File: src/rtl/or_stim_pkg.sv
// Shared encodings for the OR-block stimulus sequencer.
package or_stim_pkg;

   // Sequencer states; values are fixed so external debug views stay stable.
   typedef enum logic [1:0] {
      ST_IDLE = 2'd0,
      ST_RUN  = 2'd1,
      ST_DONE = 2'd2
   } or_stim_state_e;

   // One full sweep of the four OR inputs.
   localparam int unsigned NUM_PATTERNS = 16;

endpackage

File: src/rtl/or_stim_dwell_ctr.sv
// Modulo-DWELL counter; tc_o marks the last cycle a pattern is held.
module or_stim_dwell_ctr #(
   parameter int unsigned DWELL = 50
) (
   input  logic clk_i,
   input  logic rst_ni,
   input  logic clr_i,
   input  logic en_i,
   output logic tc_o
);

   localparam int unsigned CntW = $clog2(DWELL);
   localparam logic [CntW-1:0] LastCnt = CntW'(DWELL - 1);

   logic [CntW-1:0] cnt_q, cnt_d;

   assign tc_o = (cnt_q == LastCnt);

   // Next count: clear wins over enable; wrap to zero after the last dwell cycle.
   always_comb begin
      cnt_d = cnt_q;
      if (clr_i) begin
         cnt_d = '0;
      end else if (en_i) begin
         cnt_d = tc_o ? '0 : cnt_q + CntW'(1);
      end
   end

   // Count register.
   always_ff @(posedge clk_i or negedge rst_ni) begin
      if (!rst_ni) begin
         cnt_q <= '0;
      end else begin
         cnt_q <= cnt_d;
      end
   end

endmodule

File: src/rtl/or_stim_gen.sv
// Stimulus sequencer for the four-input OR block: binary sweep of a/b/c/d with
// programmable dwell and pass count, start/done handshake and sample strobe.
module or_stim_gen
   import or_stim_pkg::*;
#(
   parameter int unsigned DWELL      = 50,
   parameter int unsigned NUM_PASSES = 1
) (
   input  logic       clk,
   input  logic       rst_n,
   input  logic       start,
   input  logic       abort,
   output logic       a,
   output logic       b,
   output logic       c,
   output logic       d,
   output logic [3:0] pattern_idx,
   output logic       sample,
   output logic       busy,
   output logic       done
);

   if (DWELL < 2) begin : g_bad_dwell
      $error("or_stim_gen: DWELL must be >= 2");
   end
   if (NUM_PASSES < 1) begin : g_bad_passes
      $error("or_stim_gen: NUM_PASSES must be >= 1");
   end

   localparam int unsigned PassW = $clog2(NUM_PASSES + 1);
   localparam logic [3:0] LastPattern = 4'(NUM_PATTERNS - 1);
   localparam logic [PassW-1:0] PassLimit = PassW'(NUM_PASSES);

   or_stim_state_e   state_q, state_d;
   logic [3:0]       pattern_q, pattern_d;
   logic [PassW-1:0] pass_q, pass_d;
   logic             tc;

   // Counter only runs in RUN; an abort clears it so a restart begins a fresh dwell.
   or_stim_dwell_ctr #(
      .DWELL (DWELL)
   ) u_dwell_ctr (
      .clk_i  (clk),
      .rst_ni (rst_n),
      .clr_i  ((state_q != ST_RUN) | abort),
      .en_i   (state_q == ST_RUN),
      .tc_o   (tc)
   );

   // State, pattern and pass registers.
   always_ff @(posedge clk or negedge rst_n) begin
      if (!rst_n) begin
         state_q   <= ST_IDLE;
         pattern_q <= '0;
         pass_q    <= '0;
      end else begin
         state_q   <= state_d;
         pattern_q <= pattern_d;
         pass_q    <= pass_d;
      end
   end

   // Next-state: start from IDLE, step patterns on dwell terminal count, abort to IDLE.
   always_comb begin
      state_d   = state_q;
      pattern_d = pattern_q;
      pass_d    = pass_q;
      unique case (state_q)
         ST_IDLE: begin
            if (start) begin
               state_d   = ST_RUN;
               pattern_d = '0;
               pass_d    = '0;
            end
         end
         ST_RUN: begin
            if (abort) begin
               state_d   = ST_IDLE;
               pattern_d = '0;
               pass_d    = '0;
            end else if (tc) begin
               // 15 -> 0 wrap is the natural 4-bit overflow; no gap between passes.
               pattern_d = pattern_q + 4'd1;
               if (pattern_q == LastPattern) begin
                  pass_d = pass_q + PassW'(1);
                  if (pass_d == PassLimit) begin
                     state_d = ST_DONE;
                  end
               end
            end
         end
         ST_DONE: begin
            state_d = ST_IDLE;
            pass_d  = '0;
         end
         default: begin
            state_d   = ST_IDLE;
            pattern_d = '0;
            pass_d    = '0;
         end
      endcase
   end

   // Outputs decoded from registers; abort masks a coincident sample in the same cycle.
   always_comb begin
      {a, b, c, d} = pattern_q;
      pattern_idx  = pattern_q;
      busy         = (state_q == ST_RUN);
      done         = (state_q == ST_DONE);
      sample       = (state_q == ST_RUN) & tc & ~abort;
   end

endmodule
File: config.mk
export PLATFORM = sky130hd
export DESIGN_NAME = or_stim_gen
export DESIGN_NICKNAME = d
export VERILOG_FILES = /design/src/rtl/or_stim_pkg.sv /design/src/rtl/or_stim_dwell_ctr.sv /design/src/rtl/or_stim_gen.sv
export SDC_FILE = /design/constraint.sdc
export NUM_CORES = 1
export LEC_CHECK = 0
export ABC_CLOCK_PERIOD_IN_PS = 1650
export CORE_UTILIZATION = 32
export CTS_CLUSTER_DIAMETER = 200
export DETAILED_ROUTE_END_ITERATION = 8
export SLEW_MARGIN = 10
export SYNTH_ARGS = -nofsm -noshare
export SYNTH_HDL_FRONTEND = slang
export SYNTH_SLANG_ARGS = --single-unit
File: constraint.sdc
create_clock -name clk -period 1.65 [get_ports clk]
set_clock_uncertainty 0.1 [all_clocks]
set_input_delay 0.33 -clock clk [delete_from_list [all_inputs] [get_ports clk]]
set_output_delay 0.33 -clock clk [all_outputs]
set_load 0.01 [all_outputs]
-- Word-level counts from Yosys, hierarchy flattened
Cells that the tools add are included.
- memories kept: 0
- register bits after elaboration: 13
- input port bits: 4
- latch bits: 0
- RAM bits: 0
- output and inout port bits: 11
- memory bits (read-only): 0
- bitwise operators: 5
- reductions and logical operators: 5
- $add $sub $neg: 3
- divide/modulo/power cells: 0
- multipliers: 0
- eq/ne operators: 9
- shift-type cells: 0
- multiplexer cells: 18
- order comparisons: 0
- operator list (kind ; number):
    6-bit two-way mux ; 3
    4-bit two-way mux ; 3
    4-bit one-hot mux with 3 select lines ; 1
    2-bit two-way mux ; 5
    3-bit by 2-bit inequality test with 1-bit output, second input constant ; 3
    6-bit by 1-bit adder with 6-bit output, second input constant ; 1
    6-bit equality test, second input constant ; 1
    3-bit AND reduction ; 2
    4-bit by 1-bit adder with 4-bit output, second input constant ; 1
    4-bit equality test, second input constant ; 1
    1-bit two-way mux ; 4
    2-bit one-hot mux with 2 select lines ; 1
    4-bit AND reduction ; 1
    1-bit AND ; 2
    2-bit by 1-bit equality test with 1-bit output, second input constant ; 1
    2-bit equality test, second input constant ; 1
    2-bit zero test ; 1
    2-bit by 1-bit inequality test with 1-bit output, second input constant ; 1
    2-bit inequality test, second input constant ; 1
    1-bit inverter ; 2
    1-bit one-hot mux with 2 select lines ; 1
    2-bit nonzero test ; 1
    1-bit adder, second input constant ; 1
    1-bit bitwise OR ; 1

-- Longest topological paths before layout
- depth in word-level cells: 6
- gate-level depth with buffers: 8
- mapped depth without buffers: 8

-- Hierarchy
A second synthesis with hierarchy kept.
- cell total of the unflattened synthesis: 85
- area, all modules: 813.3 um2
- by module, submodules not included (module ; instances ; cells an instance ; area an instance (um2)):
    or_stim_gen ; 1 ; 47 ; 445.4
    or_stim_dwell_ctr ; 1 ; 38 ; 367.9

-- Worst setup path before layout
No wires, ideal clock.
- path kind: reg2out
- start point: register u_dwell_ctr.cnt_q[1]
- end point: output port sample
- arrival: 1042 ps
- slack: 178 ps
- stages on the path, launching flop included: 7
- cell sequence: dfrtp_1 -> inv_1 -> ha_1 -> nand4b_4 -> nor2_2 -> nand2_1 -> inv_2
- word-level cells in the longest chain between the ends: 3
- ends and longest elaborated chain (what ; line ; RTL):
    start: declaration ; or_stim_dwell_ctr.sv:15 ; logic [CntW-1:0] cnt_q, cnt_d;
    start signal: assignment ; or_stim_dwell_ctr.sv:34 ; cnt_q <= cnt_d;
    6-bit equality test ; or_stim_dwell_ctr.sv:17 ; assign tc_o = (cnt_q == LastCnt);
    1-bit AND (2 in series) ; or_stim_gen.sv:110 ; sample = (state_q == ST_RUN) & tc & ~abort;
    end: declaration ; or_stim_gen.sv:18 ; output logic sample,
Every way passes these cells.

-- Worst setup path after layout
Same ends and word-level chain as after synthesis.

==> run metrics <==
placed inst area 990 sq um; Die Width 49.5 um; Seq cells post-synth 13; # port buffers 14; MaxCap Viol Count 0; vias in the first global route 663; Setup-failing EPs final 1; worst hold slack 0.245 ns; Top cell by count, worst path inv_2; antenna cells 0; Leak 0.686 nW; area of the die 0.00245 sq mm; CTS Hold Buffers Added 0; top sig layer met4; Slew headroom 83.9%; chip height 49.5 um; Synth area leaders dfrtp_1 (45%), ha_1 (5.2%), buf_4 (4.2%), nor2_1 (4.2%), nand4b_4 (3.3%); CP top delay family flip-flops; Yosys Warn Count 0; Max Freq 568 MHz; clk root buf clkbuf_4; Seq/Total Area, Yosys 45.1%; Detail Route Antenna Nets 0; area delta synth->final 51.5%; internal cell power 0.000476 W; Max rail drop VDD 0.000465 V; Worst path max stage delay 0.39 ns; Syn Std Cell Area 722 sq um; unrepaired setup endpoints after global routing true; grt ovf 0; Cells after DPL 124; outcome finished with violations; Mean Syn Cell Area 10.2 sq um; Max Buffers Root-to-Sink 2; area leader, netlist dfrtp_1; Clock Power Share 31.5%; EDFF count, synth 0; sw power 0.000166 W; Clock transition at path regs 0.08 ns; fin area 0.00109 sq mm; Final period util 107%; drt initial violations 7; Register-to-Register Path Depth 8; Crit. End Element output pin; Rows 16; Worst path slowest cell dfrtp_1; Final Util 53.6%; via count 638; Unique masters post-synth 32; Hold Path Class input port to asynchronous set/reset pin; Initial Util 35.4%; Mapped Cells 71; wire per inst 11.4 um; CTS tree done; Met2 Wirelength 786 um; crit-path cells inv_2 > ha_4 > nand4b_4 > nor2_4 > nand2_2 > inv_2 > buf_6; initial antenna violation count 0; WP buf/inv 3; FILL cells 199; Worst Path Max Fanout 2; H-tree depth 1; total core area 0.00204 sq mm; Startpoint Class flop; Post-Route WL 1530 um; clk_lat worst skew 0.28 ns; Final Slew Violations 0; Gate power share 16.9%; syn_nets 78; CP Class flop to output pin; area share of the largest cell type after synthesis 45.1%; Synth async-reset ratio 100%; Finished Layout Cells 135; residual DRC count 0; layout cell share with drive strength beyond 1 38.0%; Synth Flop Type dfrtp_1; sequential share of power 51.6%; metal3 WL 113 um; failing checks setup timing; Tightest Pin Transition 0.241 ns; GPL Wtd Cong 0.821; final worst setup slack -0.112 ns; All-Layer GR Usage 15.7%; I/O Pins 15; Net Sw Frac 25.9%; cell count along the critical path 7; Hold Fails Final Rpt 0; worst path required time 1.22 ns; Arrival @ worst endpoint 1.33 ns; first-pass GRT wire length 2840 um; metal1 wirelength 608 um; TritonCTS Sinks 13; # nets final 116; Vias/cell 4.73; Final Critical Period 1.76 ns; Pre-antenna DRT Iters 4; largest net degree at the start of global routing 14; Num CTS Buffers 3; pwr dens 587 mW/mm^2; hpwl dp 1150 um
per-stage QoR:
stage	TNS, ns	total power [W]	setup slack (ns)
global placement	-0.855	0.000440	-0.481
floorplan	0	0.000383	0.178
CTS	-0.132	0.000657	-0.132
global route	-0.204	0.000682	-0.204
detailed placement	-0.925	0.000442	-0.491
finish	-0.112	0.000642	-0.112
power by group through the flow:
stage	Sequential (W)	Clock, W	Combinational, W
2_1_floorplan	0.000340	0	0.0000430
5_1_grt	0.000332	0.000227	0.000123
6_report	0.000331	0.000202	0.000108
3_3_place_gp	0.000336	0	0.000104
4_1_cts	0.000332	0.000215	0.000111
3_5_place_dp	0.000336	0	0.000105
synthesized netlist by cell type (2+ instances only):
cell type and instances:
nand2_1 3, inv_1 4, nand3b_1 2, ha_1 3, o21ai_0 2, nor2_1 8
xor2_1 2, nor3_1 2, xnor2_1 2, buf_4 4, and3_1 2, o21ai_1 3
dfrtp_1 13, nand3_1 3
registers in the layout (all words and copies together) (netlist names):
name / cells
pattern_idx: 4
pass_q: 1
state_q: 2
u_dwell_ctr.cnt_q: 6
routing by layer:
layer | vias up | track usage (%)
li1 | 318 | -
met2 | 21 | 27.9
met1 | 295 | 15.5
met4 | 0 | 8.10
met3 | 4 | 6.48
met5 | - | 0
cell type report:
cell class / count / area (sq um) / share of cell area (%)
multi-input combinational: 48 / 364 / 33.3
sequential: 13 / 325 / 29.7
timing repair buffer: 38 / 324 / 29.6
tap: 27 / 33.8 / 3.09
clock buffer: 3 / 22.5 / 2.06
inverter: 5 / 18.8 / 1.72
clock inverter: 1 / 5.00 / 0.458
cells in the final DEF, fill, tap and decap left out, types with 2 or more instances in the layout:
master / n
xnor2_1: 2
nand3b_1: 2
nor3_1: 2
dfrtp_1: 13
xor2_1: 2
clkbuf_2: 2
dlymetal6s2s_1: 6
clkdlybuf4s50_1: 3
clkbuf_4: 3
ha_1: 2
nand3_1: 3
o21ai_0: 2
inv_1: 3
inv_2: 2
dlygate4sd2_1: 2
nand2_1: 2
and3_1: 2
o21ai_1: 3
buf_4: 24
nor2_1: 8
path summary, 6_finish.rpt:
kind	start	endpoint	slack (ns)
max	u_dwell_ctr.cnt_q[1]$_DFFE_PN0P_	sample	-0.11
max in group asynchronous	rst_n	pattern_idx[3]$_DFFE_PN0P_	1.04
min reg2reg	pass_q$_DFFE_PN0P_	state_q[1]$_DFFE_PN0P_	0.41
min in group clk	pass_q$_DFFE_PN0P_	state_q[1]$_DFFE_PN0P_	0.41
min	rst_n	state_q[0]$_DFFE_PN0P_	0.24
max reg2reg	u_dwell_ctr.cnt_q[1]$_DFFE_PN0P_	pattern_idx[0]$_DFFE_PN0P_	0.08
cell families (layout without fill, tap and decap cells):
| logic type | after synthesis | count (layout) | share of synthesized area (%) |
|---|---|---|---|
| AO/OA/AOI/OAI | 14 | 14 | 13.3 |
| XOR/XNOR | 4 | 4 | 4.85 |
| adder cells (fa/ha/maj) | 3 | 3 | 5.20 |
| buffers and inverters | 10 | 47 | 7.28 |
| flip-flops | 13 | 13 | 45.1 |
| multiplexers | 1 | 1 | 1.56 |
| AND/OR/NAND/NOR | 26 | 26 | 22.7 |
timing repair:
item,4_1_cts,5_1_grt
pin swaps,1,1
setup endpoints to repair,11,10
gates resized for setup,16,8
setup buffers,6,1
(Power assumes the default switching activity.)
